**src/rtl/act_fetch_buf_if.sv**
```systemverilog
// Bus bundle for act_fetch_buf.
// Carries the controller fetch/flag pulses, the activation SRAM read port and
// the PE valid/ready word stream.
//   master : the fetch buffer itself (drives reads, PE data, status)
//   slave  : the environment (controller, SRAM, PE array)
interface act_fetch_buf_if #(
  parameter int ACT_WIDTH  = 128,
  parameter int ADDR_WIDTH = 12
);
  logic [ADDR_WIDTH-1:0] CFG_BaseAddr;
  logic                  CTRLACT_PlsFetch;
  logic                  CTRLACT_FrtActRow;
  logic                  CTRLACT_LstActRow;
  logic                  CTRLACT_LstActBlk;
  logic                  CTRLACT_GetAct;
  logic                  ACT_RdEn;
  logic [ADDR_WIDTH-1:0] ACT_RdAddr;
  logic [ACT_WIDTH-1:0]  ACT_RdDat;
  logic                  PE_ActVld;
  logic                  PE_ActRdy;
  logic [ACT_WIDTH-1:0]  PE_ActDat;
  logic [2:0]            PE_ActFlg;
  logic                  ACTFB_Busy;
  logic                  ACTFB_ErrOvf;

  modport master (
    input  CFG_BaseAddr, CTRLACT_PlsFetch, CTRLACT_FrtActRow, CTRLACT_LstActRow,
           CTRLACT_LstActBlk, ACT_RdDat, PE_ActRdy,
    output CTRLACT_GetAct, ACT_RdEn, ACT_RdAddr, PE_ActVld, PE_ActDat, PE_ActFlg,
           ACTFB_Busy, ACTFB_ErrOvf
  );

  modport slave (
    output CFG_BaseAddr, CTRLACT_PlsFetch, CTRLACT_FrtActRow, CTRLACT_LstActRow,
           CTRLACT_LstActBlk, ACT_RdDat, PE_ActRdy,
    input  CTRLACT_GetAct, ACT_RdEn, ACT_RdAddr, PE_ActVld, PE_ActDat, PE_ActFlg,
           ACTFB_Busy, ACTFB_ErrOvf
  );
endinterface

```
**src/rtl/act_fetch_buf.sv**
```systemverilog
// Activation fetch stage.
// Each accepted controller fetch pulse issues one activation-SRAM read; the
// word returns one cycle later and is queued, with its row/block flags, in a
// DEPTH-entry FIFO that feeds the PE array over valid/ready. Every word the PE
// takes produces a GetAct pulse back to the controller.
// Ports:
//   clk   : clock, rising edge
//   rst_n : synchronous reset, active low
//   bus   : act_fetch_buf_if.master (controller, SRAM read port, PE stream, status)
module act_fetch_buf #(
  parameter int ACT_WIDTH  = 128,
  parameter int ADDR_WIDTH = 12,
  parameter int DEPTH      = 4,
  parameter int ROW_WIDTH  = 8
) (
  input  logic            clk,
  input  logic            rst_n,
  act_fetch_buf_if.master bus
);
  localparam int PTR_W = $clog2(DEPTH);
  localparam int CNT_W = $clog2(DEPTH + 1);

  if (DEPTH < 2 || (DEPTH & (DEPTH - 1)) != 0 || ROW_WIDTH < 1) begin : gBadParam
    $error("act_fetch_buf: DEPTH must be a power of 2 >= 2, ROW_WIDTH >= 1");
  end

  typedef enum logic [1:0] {IDLE, RUN, FLUSH} state_t;

  typedef struct packed {
    logic [2:0]           flg;
    logic [ACT_WIDTH-1:0] dat;
  } entry_t;

  state_t                state, stateNxt;
  entry_t                mem [DEPTH];
  logic [PTR_W-1:0]      wrPtr, rdPtr;
  logic [CNT_W-1:0]      occ;
  logic                  inFlt;     // read issued last cycle, data on ACT_RdDat now
  logic [2:0]            flgPipe;   // flags of the in-flight read
  logic [ADDR_WIDTH-1:0] addrReg;
  logic                  errOvf;
  logic [CNT_W:0]        used;
  logic                  credit, accept, push, pop, lstBlk;

  // Credit uses registered occupancy only: a pop in this cycle frees its slot
  // next cycle, keeping the accept path off the PE ready input.
  assign used   = {1'b0, occ} + (CNT_W + 1)'(inFlt);
  assign credit = (used < (CNT_W + 1)'(DEPTH)) && (state != FLUSH);
  assign accept = rst_n && bus.CTRLACT_PlsFetch && credit;
  assign lstBlk = bus.CTRLACT_LstActBlk;
  assign push   = inFlt;
  assign pop    = (occ != '0) && bus.PE_ActRdy;

  assign bus.ACT_RdEn       = accept;
  assign bus.ACT_RdAddr     = addrReg;
  assign bus.PE_ActVld      = (occ != '0);
  assign bus.PE_ActDat      = mem[rdPtr].dat;
  assign bus.PE_ActFlg      = mem[rdPtr].flg;
  assign bus.CTRLACT_GetAct = pop;
  assign bus.ACTFB_Busy     = (state != IDLE);
  assign bus.ACTFB_ErrOvf   = errOvf;

  always_comb begin
    stateNxt = state;
    unique case (state)
      IDLE:    if (accept) stateNxt = lstBlk ? FLUSH : RUN;
      RUN:     if (accept && lstBlk) stateNxt = FLUSH;
      FLUSH:   if (occ == '0 && !inFlt) stateNxt = IDLE;
      default: stateNxt = IDLE;
    endcase
  end

  always_ff @(posedge clk) begin
    if (!rst_n) begin
      state   <= IDLE;
      wrPtr   <= '0;
      rdPtr   <= '0;
      occ     <= '0;
      inFlt   <= 1'b0;
      flgPipe <= '0;
      addrReg <= '0;
      errOvf  <= 1'b0;
    end else begin
      state <= stateNxt;
      inFlt <= accept;
      if (accept) flgPipe <= {bus.CTRLACT_LstActBlk, bus.CTRLACT_LstActRow, bus.CTRLACT_FrtActRow};
      if (push) wrPtr <= wrPtr + PTR_W'(1);
      if (pop)  rdPtr <= rdPtr + PTR_W'(1);
      case ({push, pop})
        2'b10:   occ <= occ + CNT_W'(1);
        2'b01:   occ <= occ - CNT_W'(1);
        default: ;
      endcase
      // Last read of a block rewinds to the base so the next block needs no IDLE cycle.
      if (accept)
        addrReg <= lstBlk ? bus.CFG_BaseAddr : addrReg + ADDR_WIDTH'(1);
      else if (state == IDLE)
        addrReg <= bus.CFG_BaseAddr;
      if (bus.CTRLACT_PlsFetch && !accept) errOvf <= 1'b1;
    end
  end

  // Storage has no reset; only pointers/occupancy define what is valid.
  always_ff @(posedge clk) begin
    if (rst_n && push) mem[wrPtr] <= '{flg: flgPipe, dat: bus.ACT_RdDat};
  end
endmodule

```
**src/flat_wrapper.sv**
```systemverilog
// flat-port wrapper written by rule: the top's interface ports become plain ports
module act_fetch_buf_flat 
#(
  parameter int ACT_WIDTH  = 128,
  parameter int ADDR_WIDTH = 12,
  parameter int DEPTH      = 4,
  parameter int ROW_WIDTH  = 8
)
  (clk, rst_n, bus_CFG_BaseAddr, bus_CTRLACT_PlsFetch, bus_CTRLACT_FrtActRow, bus_CTRLACT_LstActRow, bus_CTRLACT_LstActBlk, bus_ACT_RdDat, bus_PE_ActRdy, bus_CTRLACT_GetAct, bus_ACT_RdEn, bus_ACT_RdAddr, bus_PE_ActVld, bus_PE_ActDat, bus_PE_ActFlg, bus_ACTFB_Busy, bus_ACTFB_ErrOvf);
  act_fetch_buf_if #(.ACT_WIDTH(ACT_WIDTH), .ADDR_WIDTH(ADDR_WIDTH)) bus_i ();
  input  logic clk;
  input  logic rst_n;
  input wire logic [$bits(bus_i.CFG_BaseAddr)-1:0] bus_CFG_BaseAddr;
  input wire logic [$bits(bus_i.CTRLACT_PlsFetch)-1:0] bus_CTRLACT_PlsFetch;
  input wire logic [$bits(bus_i.CTRLACT_FrtActRow)-1:0] bus_CTRLACT_FrtActRow;
  input wire logic [$bits(bus_i.CTRLACT_LstActRow)-1:0] bus_CTRLACT_LstActRow;
  input wire logic [$bits(bus_i.CTRLACT_LstActBlk)-1:0] bus_CTRLACT_LstActBlk;
  input wire logic [$bits(bus_i.ACT_RdDat)-1:0] bus_ACT_RdDat;
  input wire logic [$bits(bus_i.PE_ActRdy)-1:0] bus_PE_ActRdy;
  output wire logic [$bits(bus_i.CTRLACT_GetAct)-1:0] bus_CTRLACT_GetAct;
  output wire logic [$bits(bus_i.ACT_RdEn)-1:0] bus_ACT_RdEn;
  output wire logic [$bits(bus_i.ACT_RdAddr)-1:0] bus_ACT_RdAddr;
  output wire logic [$bits(bus_i.PE_ActVld)-1:0] bus_PE_ActVld;
  output wire logic [$bits(bus_i.PE_ActDat)-1:0] bus_PE_ActDat;
  output wire logic [$bits(bus_i.PE_ActFlg)-1:0] bus_PE_ActFlg;
  output wire logic [$bits(bus_i.ACTFB_Busy)-1:0] bus_ACTFB_Busy;
  output wire logic [$bits(bus_i.ACTFB_ErrOvf)-1:0] bus_ACTFB_ErrOvf;
  assign bus_i.CFG_BaseAddr = bus_CFG_BaseAddr;
  assign bus_i.CTRLACT_PlsFetch = bus_CTRLACT_PlsFetch;
  assign bus_i.CTRLACT_FrtActRow = bus_CTRLACT_FrtActRow;
  assign bus_i.CTRLACT_LstActRow = bus_CTRLACT_LstActRow;
  assign bus_i.CTRLACT_LstActBlk = bus_CTRLACT_LstActBlk;
  assign bus_i.ACT_RdDat = bus_ACT_RdDat;
  assign bus_i.PE_ActRdy = bus_PE_ActRdy;
  assign bus_CTRLACT_GetAct = bus_i.CTRLACT_GetAct;
  assign bus_ACT_RdEn = bus_i.ACT_RdEn;
  assign bus_ACT_RdAddr = bus_i.ACT_RdAddr;
  assign bus_PE_ActVld = bus_i.PE_ActVld;
  assign bus_PE_ActDat = bus_i.PE_ActDat;
  assign bus_PE_ActFlg = bus_i.PE_ActFlg;
  assign bus_ACTFB_Busy = bus_i.ACTFB_Busy;
  assign bus_ACTFB_ErrOvf = bus_i.ACTFB_ErrOvf;
  act_fetch_buf #(.ACT_WIDTH(ACT_WIDTH), .ADDR_WIDTH(ADDR_WIDTH), .DEPTH(DEPTH), .ROW_WIDTH(ROW_WIDTH)) u_core (.clk(clk), .rst_n(rst_n), .bus(bus_i));
endmodule
```
**config.mk**
```make
export PLATFORM = sky130hd
export DESIGN_NAME = act_fetch_buf_flat
export DESIGN_NICKNAME = d
export VERILOG_FILES = /design/src/rtl/act_fetch_buf_if.sv /design/src/rtl/act_fetch_buf.sv /design/src/flat_wrapper.sv
export SDC_FILE = /design/constraint.sdc
export NUM_CORES = 1
export LEC_CHECK = 0
export CORE_ASPECT_RATIO = 1.5
export CORE_MARGIN = 2
export CORE_UTILIZATION = 43
export CTS_CLUSTER_DIAMETER = 150
export DETAILED_ROUTE_END_ITERATION = 7
export PLACE_DENSITY_LB_ADDON = 0.15
export SLEW_MARGIN = 10
export SYNTH_ARGS = -nofsm -noshare
export SYNTH_HDL_FRONTEND = slang
export SYNTH_SLANG_ARGS = --single-unit
```
**constraint.sdc**
```tcl
create_clock -name clk -period 6.55 [get_ports clk]
set_input_delay 1.965 -clock clk [delete_from_list [all_inputs] [get_ports clk]]
set_output_delay 1.965 -clock clk [all_outputs]
set_load 0.01 [all_outputs]
```
==> reports/metrics.cfg <==
[critical_path]
crit_fanout = 16
critPathMaxStageDelay_ns = 0.62
startpoint = rst_n
critPathBufInv = 3
slowest_stage = clkdlybuf4s50_1
critPathCapture = bus_ACT_RdEn
start_kind = primary input
r2r_start = u_core.inFlt$_SDFF_PN0_
crit_arrival_ns = 3.79
worst-path-stages = 5
cp_common_cell = clkdlybuf4s50_1
reg2reg_depth = 2
cp_top_family = buffers and inverters
crit_required_ns = 4.59
crit_chain = clkdlybuf4s50_1 -> buf_4 -> nand4b_1 -> nor2b_1 -> clkdlybuf4s50_1
worstSetupPathType = in -> out
r2r-end = u_core.mem[2][97]$_DFFE_PP_
r2r_setup_slack_ns = 4.28
cp-end-kind = output pin

[yosys]
yosysSeqAreaShare_pct = 80.4
synth_warnings = 0
synth_edf_count = 524
synthFlopType = edfxtp_1
synth_area_per_cell_um2 = 23.7
syn-num-nets = 1009
ys_types = 46
async_flop_share_pct = 0
synthesis.area_um2 = 20300
synth-seq-cells = 552
syn-instance-count = 855

[die]
die-area_um2 = 48900
rows = 97
die_h_um = 270
initial_core_util_pct = 43.5
core_area_um2 = 46600
ios = 295
die_w_um = 181

[routing]
vias = 9626
drt_iter0_markers = 659
viasPerCell = 5.31
wirelength_mm = 41.0
drtAntennaViolNets = 0
drt-pass1-iter-count = 6
drc = 0
wire_per_inst_um = 22.6

[power]
p_clk_share_pct = 31.5
pwr-share-comb_pct = 21.5
p_leak_nw = 7.96
power.density_nw_per_um2 = 339
switching_share_pct = 23.9
seq_power_share_pct = 47.0
ir_drop_mv = 0.389
p_int_mw = 6.61
p_switching_mw = 2.07

[sta]
finalSetupViolCount = 0
fin_ws_ns = 0.791
rsz0062_at_grt = no
drv_slew = 0
hold_viol = 0
finalCriticalPeriod_ns = 5.76
final.period_utilization_pct = 87.9
worst_hold_slack_ns = 0.472
totalNegativeSetupSlack_ns = 0
fmax_ghz = 0.174
skew_ns = 0.0124
max-slew-margin-rel_pct = 27.8
worstMarginPinSlew_ns = 1.08

[place]
pre_cts_slack_ns = 0.781
dpl_cell_area_um2 = 24000
gp_congestion = 0.789
portBuffers = 294
dpl.hpwl_mm = 25.0

[job]
cap_violations = 0

[global_route]
grt_max_degree = 60
globalRouteMet2Util_pct = 28.8
track_usage_pct = 16.8
grt-busiest-layer = met2
grt_util_met1_pct = 20.8
grt_overflow = 0
grt_pass1_wl_mm = 62.6
grt_antenna_before_repair = 4
grt_pass1_vias = 10347
grtUsageMet3_pct = 4.27

[clock_network]
clk_pin_slew_ns = 0.06
numCtsBuffers = 50
cts_resized = 0
hold_buffers = 0
post_cts.repair.setup_buffers = 0
clkSinkCount = 552
cts_tree = built
clock_latency_ns = 0.56
cts-htree-levels = 2
cts_buffer_depth = 3
cts_root_buffer = clkbuf_16

[min_path]
hp-class = reg -> reg

[final_layout]
fin_area_um2 = 25600
syn_to_final_growth_pct = 26.2
drive_above_1_share_pct = 18.8
nNetsFinal = 1336
fill_cells = 3599

[run_status]
outcome = complete, no violations

## registers in the layout, indices dropped and copies added, names as in the netlist, named ones only
| register | flops |
|---|---|
| u_core.bus.ACT_RdAddr | 12 |
| u_core.flgPipe | 3 |
| u_core.wrPtr | 2 |
| u_core.bus.ACTFB_ErrOvf | 1 |
| u_core.rdPtr | 2 |
| u_core.inFlt | 1 |
| u_core.state | 2 |
| u_core.occ | 3 |
| u_core.mem | 524 |
## layer usage
| layer | up-vias | part of all wire, % |
|---|---|---|
| met4 | 6 | 3.2 |
| met3 | 77 | 6.2 |
| met2 | 270 | 51 |
| met1 | 4999 | 40 |
| li1 | 4274 | - |
| met5 | - | 0.10 |
## cells by family after synthesis
kind of cell	after synthesis	synth area share (%)
buffers and inverters	44	1.01
and+or+nand+nor	70	1.84
muxes	134	14.7
AOI/OAI and AO/OA	43	1.35
adders and majority gates	7	0.469
DFF	552	80.4
xor gates and xnor gates	5	0.216
## synth_stat cells (6+ instances only)
cell type  instances  area, um2
a21oi_1           12       60.1
buf_2             17       85.1
mux4_2           131       2950
inv_1              6       22.5
and3_1             7       43.8
edfxtp_1         524      15700
clkbuf_1          10       37.5
ha_1               6       75.1
nand2_1           15       56.3
o21ai_0           10       50.1
nor2_1            18       67.6
buf_1              7       26.3
dfxtp_1           28        561
## power groups by stage
stage	Sequential, mW	Combinational, mW	Clock, mW
finish	4.08	1.87	2.73
global placement	4.15	1.91	0
CTS	4.08	1.92	2.82
detailed placement	4.16	1.91	0
floorplan	4.09	1.04	0
global route	4.10	2.00	2.96
## how the worst min path moves through the flow
stage | cells after the start | slack (ns) | from | endpoint
finish | 1 | 0.47 | u_core.bus.ACTFB_ErrOvf$_SDFFE_PN0P_ | u_core.bus.ACTFB_ErrOvf$_SDFFE_PN0P_
global route | 1 | 0.52 | u_core.bus.ACTFB_ErrOvf$_SDFFE_PN0P_ | u_core.bus.ACTFB_ErrOvf$_SDFFE_PN0P_
CTS | 1 | 0.48 | u_core.bus.ACTFB_ErrOvf$_SDFFE_PN0P_ | u_core.bus.ACTFB_ErrOvf$_SDFFE_PN0P_
detailed placement | 1 | 0.45 | u_core.bus.ACTFB_ErrOvf$_SDFFE_PN0P_ | u_core.bus.ACTFB_ErrOvf$_SDFFE_PN0P_
global placement | 1 | 0.46 | u_core.bus.ACTFB_ErrOvf$_SDFFE_PN0P_ | u_core.bus.ACTFB_ErrOvf$_SDFFE_PN0P_
floorplan | 0 | 0.45 | u_core.flgPipe[2]$_SDFFE_PN0N_ | u_core.mem[0][130]$_DFFE_PP_
## cell type report
cell class / instances / area, um2 / area share [%]
multi-input cells: 259 / 3790 / 14.8
well taps: 594 / 743 / 2.91
repair buffers: 312 / 3180 / 12.4
flip-flops and latches: 552 / 16300 / 63.8
inverters: 7 / 26.3 / 0.103
clock buffers: 63 / 1350 / 5.29
clock inverters: 26 / 178 / 0.695
diodes: 1 / 2.50 / 0.00979
## per-stage QoR
stage          power [mW]  util, %  instances
2_1_floorplan        5.13        -        855
3_3_place_gp         6.06     51.6       1724
4_1_cts              8.82     54.9       1813
6_report             8.68     54.9       1814
5_1_grt              9.06     54.9       1814
3_5_place_dp         6.07     51.6       1724
## cell usage in the layout, fill, tap and decap left out, types with 4 or more instances in the layout
cell / count
mux4_2: 131
edfxtp_1: 524
and3_4: 4
clkdlybuf4s50_1: 294
buf_12: 8
clkinv_1: 14
a21oi_1: 12
nor2_1: 18
clkbuf_16: 51
nand2_1: 15
buf_4: 10
dfxtp_1: 26
clkbuf_1: 9
clkinv_2: 7
inv_1: 6
o21ai_0: 10
ha_1: 6
Power figures use the tool's default switching activity.
